$ cat src/rtl/ps2_pkg.sv
// PS/2 shared definitions: transmitter state encoding, frame length, common
// command bytes and small helpers. Imported by the transmitter, its interface
// users and (later) the receiver.
package ps2_pkg;

  typedef enum logic [2:0] {
    IDLE,
    INHIBIT,
    RTS,
    SHIFT,
    ACK,
    WAIT_IDLE
  } ps2_tx_state_t;

  // data[7:0] + parity + stop; the start bit is produced by request-to-send
  localparam int PS2_FRAME_BITS = 10;

  localparam logic [7:0] PS2_CMD_SET_LEDS = 8'hED;
  localparam logic [7:0] PS2_CMD_RESET    = 8'hFF;
  localparam logic [7:0] PS2_ACK          = 8'hFA;

  // Frame as shifted out LSB first: {stop, odd parity, data}
  function automatic logic [PS2_FRAME_BITS-1:0] ps2_frame(input logic [7:0] d);
    return {1'b1, ~^d, d};
  endfunction

  function automatic int ps2_max(input int a, input int b);
    return (a > b) ? a : b;
  endfunction

endpackage

$ cat src/rtl/ps2_host_tx_if.sv
// Command handshake between a controller and the PS/2 transmitter.
//   tx_data  : command byte
//   tx_valid : request, accepted when tx_valid & tx_ready
//   tx_ready : transmitter idle and able to accept
//   busy     : transmitter in flight (receiver discards frames meanwhile)
//   done/err : one-cycle completion / failure pulses
// master = command issuer, slave = transmitter.
interface ps2_host_tx_if;

  logic [7:0] tx_data;
  logic       tx_valid;
  logic       tx_ready;
  logic       busy;
  logic       done;
  logic       err;

  modport master (
    output tx_data, tx_valid,
    input  tx_ready, busy, done, err
  );

  modport slave (
    input  tx_data, tx_valid,
    output tx_ready, busy, done, err
  );

endinterface

$ cat src/rtl/ps2_sync_edge.sv
// Two-flop synchroniser for an asynchronous PS/2 pin plus a one-cycle pulse
// on a synchronised 1->0 transition.
//   clk   : system clock
//   rst   : synchronous active-high reset (flops go to the idle-high level)
//   din   : asynchronous pin
//   level : synchronised pin level
//   fall  : one-cycle pulse when level goes 1->0
module ps2_sync_edge (
  input  logic clk,
  input  logic rst,
  input  logic din,
  output logic level,
  output logic fall
);

  logic meta;
  logic sync_q;
  logic prev_q;

  always_ff @(posedge clk) begin
    if (rst) begin
      meta   <= 1'b1;
      sync_q <= 1'b1;
      prev_q <= 1'b1;
    end else begin
      meta   <= din;
      sync_q <= meta;
      prev_q <= sync_q;
    end
  end

  assign level = sync_q;
  assign fall  = prev_q & ~sync_q;

endmodule

$ cat src/rtl/ps2_host_tx.sv
// PS/2 host-to-device transmitter. Sends one command byte over the
// open-drain clock/data pair: inhibit the clock, request-to-send, shift the
// frame out on device clock falls, then check the device ACK.
//   clk, rst    : system clock, synchronous active-high reset
//   tx          : command handshake (slave side)
//   ps2_clk_i   : PS/2 clock pin (async)
//   ps2_data_i  : PS/2 data pin (async)
//   ps2_clk_oe  : 1 pulls the clock line low
//   ps2_data_oe : 1 pulls the data line low
module ps2_host_tx
  import ps2_pkg::*;
#(
  parameter int INHIBIT_CYCLES = 10_000,
  parameter int TIMEOUT_CYCLES = 2_000_000
) (
  input  logic        clk,
  input  logic        rst,
  ps2_host_tx_if.slave tx,
  input  logic        ps2_clk_i,
  input  logic        ps2_data_i,
  output logic        ps2_clk_oe,
  output logic        ps2_data_oe
);

  localparam int CNT_W = $clog2(ps2_max(INHIBIT_CYCLES, TIMEOUT_CYCLES) + 1);
  localparam logic [CNT_W-1:0] INH_LAST = CNT_W'(INHIBIT_CYCLES - 1);
  localparam logic [CNT_W-1:0] TO_LIMIT = CNT_W'(TIMEOUT_CYCLES);
  localparam logic [3:0]       LAST_BIT = 4'(PS2_FRAME_BITS - 1);

  function automatic logic [CNT_W-1:0] sat_inc(input logic [CNT_W-1:0] v);
    return (v == '1) ? v : v + 1'b1;
  endfunction

  ps2_tx_state_t               state, state_n;
  logic [CNT_W-1:0]            cyc_cnt, cyc_cnt_n;
  logic [3:0]                  bit_cnt, bit_cnt_n;
  logic [PS2_FRAME_BITS-1:0]   frame, frame_n;
  logic                        data_oe_q, data_oe_n;
  logic                        done_c, err_c;
  logic                        timed, timeout;

  logic clk_level, clk_fall;
  logic data_level, unused_data_fall;

  ps2_sync_edge u_clk_sync (
    .clk   (clk),
    .rst   (rst),
    .din   (ps2_clk_i),
    .level (clk_level),
    .fall  (clk_fall)
  );

  ps2_sync_edge u_data_sync (
    .clk   (clk),
    .rst   (rst),
    .din   (ps2_data_i),
    .level (data_level),
    .fall  (unused_data_fall)
  );

  always_ff @(posedge clk) begin
    if (rst) begin
      state     <= IDLE;
      cyc_cnt   <= '0;
      bit_cnt   <= '0;
      data_oe_q <= 1'b0;
    end else begin
      state     <= state_n;
      cyc_cnt   <= cyc_cnt_n;
      bit_cnt   <= bit_cnt_n;
      data_oe_q <= data_oe_n;
    end
  end

  // Frame is pure data; it is always reloaded on accept.
  always_ff @(posedge clk) begin
    frame <= frame_n;
  end

  // The response timeout covers everything after the clock is released.
  assign timed   = (state == RTS) || (state == SHIFT) ||
                   (state == ACK) || (state == WAIT_IDLE);
  assign timeout = timed && (cyc_cnt == TO_LIMIT);

  always_comb begin
    state_n   = state;
    cyc_cnt_n = cyc_cnt;
    bit_cnt_n = bit_cnt;
    frame_n   = frame;
    data_oe_n = data_oe_q;
    done_c    = 1'b0;
    err_c     = 1'b0;

    if (timeout) begin
      // Takes priority over a clock fall in the same cycle.
      err_c     = 1'b1;
      data_oe_n = 1'b0;
      state_n   = IDLE;
    end else begin
      unique case (state)
        IDLE: begin
          data_oe_n = 1'b0;
          if (tx.tx_valid) begin
            frame_n   = ps2_frame(tx.tx_data);
            bit_cnt_n = '0;
            cyc_cnt_n = '0;
            state_n   = INHIBIT;
          end
        end
        INHIBIT: begin
          if (cyc_cnt == INH_LAST) begin
            cyc_cnt_n = '0;
            state_n   = RTS;
          end else begin
            cyc_cnt_n = sat_inc(cyc_cnt);
          end
        end
        RTS: begin
          // Data stays low into SHIFT: that low level is the start bit.
          cyc_cnt_n = sat_inc(cyc_cnt);
          data_oe_n = 1'b1;
          state_n   = SHIFT;
        end
        SHIFT: begin
          cyc_cnt_n = sat_inc(cyc_cnt);
          if (clk_fall) begin
            data_oe_n = ~frame[0];
            frame_n   = {1'b0, frame[PS2_FRAME_BITS-1:1]};
            bit_cnt_n = bit_cnt + 4'd1;
            if (bit_cnt == LAST_BIT) begin
              state_n = ACK;
            end
          end
        end
        ACK: begin
          cyc_cnt_n = sat_inc(cyc_cnt);
          data_oe_n = 1'b0;
          if (clk_fall) begin
            if (data_level) begin
              err_c   = 1'b1;
              state_n = IDLE;
            end else begin
              state_n = WAIT_IDLE;
            end
          end
        end
        WAIT_IDLE: begin
          cyc_cnt_n = sat_inc(cyc_cnt);
          if (clk_level && data_level) begin
            done_c  = 1'b1;
            state_n = IDLE;
          end
        end
        default: begin
          state_n = IDLE;
        end
      endcase
    end
  end

  assign tx.tx_ready = (state == IDLE);
  assign tx.busy     = (state != IDLE);
  // A reset cycle must never look like a completed or failed frame.
  assign tx.done     = done_c & ~rst;
  assign tx.err      = err_c & ~rst;

  assign ps2_clk_oe  = (state == INHIBIT);
  assign ps2_data_oe = (state == RTS) || ((state == SHIFT) && data_oe_q);

endmodule

$ cat src/flat_wrapper.sv
// flat-port wrapper written by rule: the top's interface ports become plain ports
module ps2_host_tx_flat import ps2_pkg::*;
#(
  parameter int INHIBIT_CYCLES = 10_000,
  parameter int TIMEOUT_CYCLES = 2_000_000
)
  (clk, rst, ps2_clk_i, ps2_data_i, ps2_clk_oe, ps2_data_oe, tx_tx_data, tx_tx_valid, tx_tx_ready, tx_busy, tx_done, tx_err);
  ps2_host_tx_if tx_i ();
  input  logic clk;
  input  logic rst;
  input  logic ps2_clk_i;
  input  logic ps2_data_i;
  output logic ps2_clk_oe;
  output logic ps2_data_oe;
  input wire logic [$bits(tx_i.tx_data)-1:0] tx_tx_data;
  input wire logic [$bits(tx_i.tx_valid)-1:0] tx_tx_valid;
  output wire logic [$bits(tx_i.tx_ready)-1:0] tx_tx_ready;
  output wire logic [$bits(tx_i.busy)-1:0] tx_busy;
  output wire logic [$bits(tx_i.done)-1:0] tx_done;
  output wire logic [$bits(tx_i.err)-1:0] tx_err;
  assign tx_i.tx_data = tx_tx_data;
  assign tx_i.tx_valid = tx_tx_valid;
  assign tx_tx_ready = tx_i.tx_ready;
  assign tx_busy = tx_i.busy;
  assign tx_done = tx_i.done;
  assign tx_err = tx_i.err;
  ps2_host_tx #(.INHIBIT_CYCLES(INHIBIT_CYCLES), .TIMEOUT_CYCLES(TIMEOUT_CYCLES)) u_core (.clk(clk), .rst(rst), .tx(tx_i), .ps2_clk_i(ps2_clk_i), .ps2_data_i(ps2_data_i), .ps2_clk_oe(ps2_clk_oe), .ps2_data_oe(ps2_data_oe));
endmodule
$ cat config.mk
export PLATFORM = sky130hd
export DESIGN_NAME = ps2_host_tx_flat
export DESIGN_NICKNAME = d
export VERILOG_FILES = /design/src/rtl/ps2_pkg.sv /design/src/rtl/ps2_host_tx_if.sv /design/src/rtl/ps2_sync_edge.sv /design/src/rtl/ps2_host_tx.sv /design/src/flat_wrapper.sv
export SDC_FILE = /design/constraint.sdc
export NUM_CORES = 1
export LEC_CHECK = 0
export ABC_CLOCK_PERIOD_IN_PS = 2900
export CORE_MARGIN = 3
export CORE_UTILIZATION = 47
export CTS_CLUSTER_SIZE = 24
export DETAILED_ROUTE_END_ITERATION = 8
export GPL_TIMING_DRIVEN = 0
export HOLD_SLACK_MARGIN = 0.06
export PLACE_DENSITY = 0.66
export SYNTH_ARGS = -nofsm -noshare
export SYNTH_HDL_FRONTEND = slang
export SYNTH_SLANG_ARGS = --single-unit
$ cat constraint.sdc
create_clock -name clk -period 2.9 [get_ports clk]
set_clock_uncertainty 0.1 [all_clocks]
set_input_delay 0.725 -clock clk [delete_from_list [all_inputs] [get_ports clk]]
set_output_delay 0.725 -clock clk [all_outputs]
set_load 0.1 [all_outputs]
==> results <==
- Sequential elements use approximately 40% of the synthesized area.
- The number of nets produced by synthesis is 280.
- Routability-driven placement finished with a final weighted congestion of approximately 0.84.
- The startpoint of the most critical setup path is u_core.cyc_cnt[6].
- The final critical-path setup slack is ~17 ps.
- The floorplan step defined a die boundary enclosing ~6200 µm².
- The via-per-instance ratio is between 6 and 7.
- TritonCTS built the clock tree.
- Leaving out filler cells and counting taps, the final layout contains roughly 360.
- The initial detailed-routing violation count is 130.
- The floorplan has 25 rows.
- Cells with a size suffix above 1 make up 22.8% of the layout.
- The post-placement setup slack is -757 ps.
- The total DRC errors in the routed layout is 0.
- The root buffer cell chosen for the clock tree is sky130_fd_sc_hd__clkbuf_8.
- For this run, the top clock speed supported by timing is 347 MHz.
- The number of clock buffers inserted by TritonCTS is 5.
- The startpoint of the most critical register-to-register path is u_core.cyc_cnt[1].
- The max-slew violation total from the final report is 0.
- STA classifies the critical path startpoint as a flip-flop.
- The worst hold path class is flip-flop to flip-flop.
- The remaining max-slew budget at the tightest pin is between 30% and 40%.
- Counting along the longest clock path gives a buffer depth of 2.
- The power density over cell area is around 450 nW/µm².
- The number of global-route vias before repair came to 2105.
- Of the available clock period, the critical path in the final layout requires between 90 and 100%.
- The number of max-cap violations is 0.
- Ranked by total cell area, the synthesized netlist is headed by sky130_fd_sc_hd__dfxtp_1, sky130_fd_sc_hd__edfxtp_1, sky130_fd_sc_hd__or4_1.
- The routed layout has about 2200 vias.
- For the worst setup path, the data arrival time is roughly 2100 ps.
- The final hold violation count came to 0.
- The detail-routed net length per standard cell is around 17 µm.
- The most used flip-flop cell after synthesis is sky130_fd_sc_hd__dfxtp_1.
- The number of antenna violations at the first check in global routing is 0.
- Along the worst path, the maximum fanout reaches 5.
- The post-synthesis to final-layout area growth is 18.9%.
- The leading cell type in the layout, fill and taps excluded is sky130_fd_sc_hd__dfxtp_1.
- The capture point of the critical path is tx_err.
- Setup repair after global routing could not meet its margin everywhere.
- After synthesis, the largest area contributor takes up between 20% and 30% of total cell area.
- The wire length of the first global-routing pass is slightly above 10 mm.
- Once detailed placement completed, the half-perimeter wirelength came to between 4 and 5 mm.
- Summing every instance area after synthesis gives between 2000 and 2500 µm².
- 0 antenna diodes ended up in the layout.
- The run finished with clean final reports.
- The H-tree was split into 2 levels.
- Once detail routing completed, the nets flagged for antenna violations numbered 0.
- After technology mapping, the gate count stands at approximately 260.
- The top cell types in the final layout, fill and taps aside, are sky130_fd_sc_hd__dfxtp_1, sky130_fd_sc_hd__a21oi_1, sky130_fd_sc_hd__nand2_1, sky130_fd_sc_hd__or4_1.
- The per-instance average area after synthesis is approximately 9.4 µm².
- The number of enable-type register cells in the synthesized netlist is 10.
- The reported leakage power is 0.988 nW.
- At the later pin of the worst-skew pair, clock insertion delay measures 300 ps.
- The total global routing track utilization is slightly above 20%.
- The reg-to-reg critical path endpoint is u_core.cyc_cnt[6].
- The die boundary height is roughly 80 µm.
- The largest total area in the synthesized netlist belongs to sky130_fd_sc_hd__dfxtp_1.
- The transition time at the pin with the least slew margin is ~950 ps.
- After detailed routing, the total wire length is 5.96 mm.
- STA classifies the critical path endpoint as an output pin.
- The critical path is of the flip-flop to output pin type.
- The pin count of the biggest net entering global routing is 16.
- Once placement completed, the tool counted placed cells totaling 347.
- The die is 78.5 µm wide.
- The synthesized design contains 44 register bits.
- The required time of the critical path is 2080 ps.
- The first-pass iteration count of the detailed router is 4.
- The total grt overflow is 0.
- Counting flops with an async set or reset pin after synthesis yields a share of 0%.
- The routed design could run at a clock period as short as around 2900 ps.
- The number of port buffers is 17.
- The core region is ~4900 µm².
- The number of filler cells placed in the layout is between 400 and 500.
- The total I/O pin count is 19.
- For this run, the number of Yosys warnings is 0.
- The setup violation total in the final timing report is 0.
- Along the worst hold path, the cell count comes to 1.
- Counting every sink on the clock net gives 44.
- The setup slack on the worst flop-to-flop path is about 500 ps.
- The clock transition at the register clock pins on the worst setup and hold paths after CTS is ~90 ps.
- For this run, the post-layout net count is just over 300.
- The number of distinct standard cells referenced by the synthesized netlist is 60.
- For this configuration, the core starts out at a cell density of about half.
- The maximum VDD drop is 0.254 mV.
- The depth of the worst register-to-register path is 8.
state kept, by name, summed over array words and instances (netlist names), 3 cells and up:
register	flops
u_core.cyc_cnt	21
u_core.bit_cnt	4
u_core.frame	10
u_core.state	3
per-stage QoR:
step / hold WS, ps / power (mW) / util [%] / setup TNS (ps) / area [µm²]
floorplan: 289 / 0.794 / - / 0 / 2500
global placement: 291 / 0.847 / 56.1 / -1410 / 2750
detailed placement: 297 / 0.850 / 56.1 / -1440 / 2750
CTS: 318 / 1.33 / 59.3 / -29.8 / 2910
global route: 333 / 1.38 / 59.8 / -167 / 2940
finish: 315 / 1.32 / 59.8 / 0 / 2940
cells by family after synthesis:
family / synth area share, %
compound gates: 17.8
xor+xnor: 2.48
fa+ha+maj: 2.03
buf+inv: 5.37
flops: 39.7
mux: 4.71
simple gates: 27.9
final cells by class:
cell class | instances | area [µm²] | area share (%)
sequential | 44 | 987 | 33.6
multi-input combinational | 197 | 1430 | 48.5
tap | 67 | 83.8 | 2.85
clock buffer | 5 | 68.8 | 2.34
inverter | 8 | 30.0 | 1.02
clock inverter | 3 | 47.5 | 1.62
timing repair buffer | 19 | 193 | 6.56
buffer | 14 | 103 | 3.49
report_power, final:
part / total (mW) / internal (mW) / leakage (nW) / switching [mW]
Combinational: 0.178 / 0.0651 / 0.560 / 0.113
Sequential: 0.655 / 0.647 / 0.370 / 0.00770
Clock: 0.487 / 0.260 / 0.0583 / 0.227
Total: 1.32 / 0.972 / 0.988 / 0.348
Yosys cell counts, drive strengths merged, types with 4 or more instances:
library cell	number
or4b	4
inv	8
nand3	11
a21oi	24
mux2	10
nand4	6
nor3	7
or3	4
or4	17
buf	11
o31ai	11
o21ai	12
nor4	4
or2	7
nor2	11
edfxtp	10
dfxtp	34
ha	4
nand2	16
nor2b	4
xnor2	7
critical path: stages (launching register included):
cell and delay [ps]:
sky130_fd_sc_hd__dfxtp_1 350, sky130_fd_sc_hd__or4b_4 550, sky130_fd_sc_hd__or2_4 300, sky130_fd_sc_hd__nor2_4 110, sky130_fd_sc_hd__a41oi_1 80, sky130_fd_sc_hd__nor2_4 180
sky130_fd_sc_hd__buf_12 180
metal layers:
layer  track usage [%]  vias to the layer above  share of wire [%]
met5                 0                        -                  0
met4              9.09                        0                1.6
met3              3.78                       12                4.7
met2              34.8                       64                 49
met1              26.1                     1014                 45
li1                  -                     1062                  -
worst min path at each step:
stage                       startpoint                  endpoint  slack (ps)
2_1_floorplan   u_core.u_clk_sync.meta   u_core.u_clk_sync.level         290
3_3_place_gp   u_core.u_data_sync.meta  u_core.u_data_sync.level         290
3_5_place_dp   u_core.u_data_sync.meta  u_core.u_data_sync.level         300
4_1_cts        u_core.u_data_sync.meta  u_core.u_data_sync.level         320
5_1_grt        u_core.u_data_sync.meta  u_core.u_data_sync.level         330
6_report       u_core.u_data_sync.meta  u_core.u_data_sync.level         310
timing repair:
action	4_1_cts	5_1_grt
pin swaps	2	1
buffers inserted	2	0
hold buffers	0	0
setup endpoints to repair	6	4
gates resized for setup	28	12
Note: power is estimated with default switching activity, not from simulation.
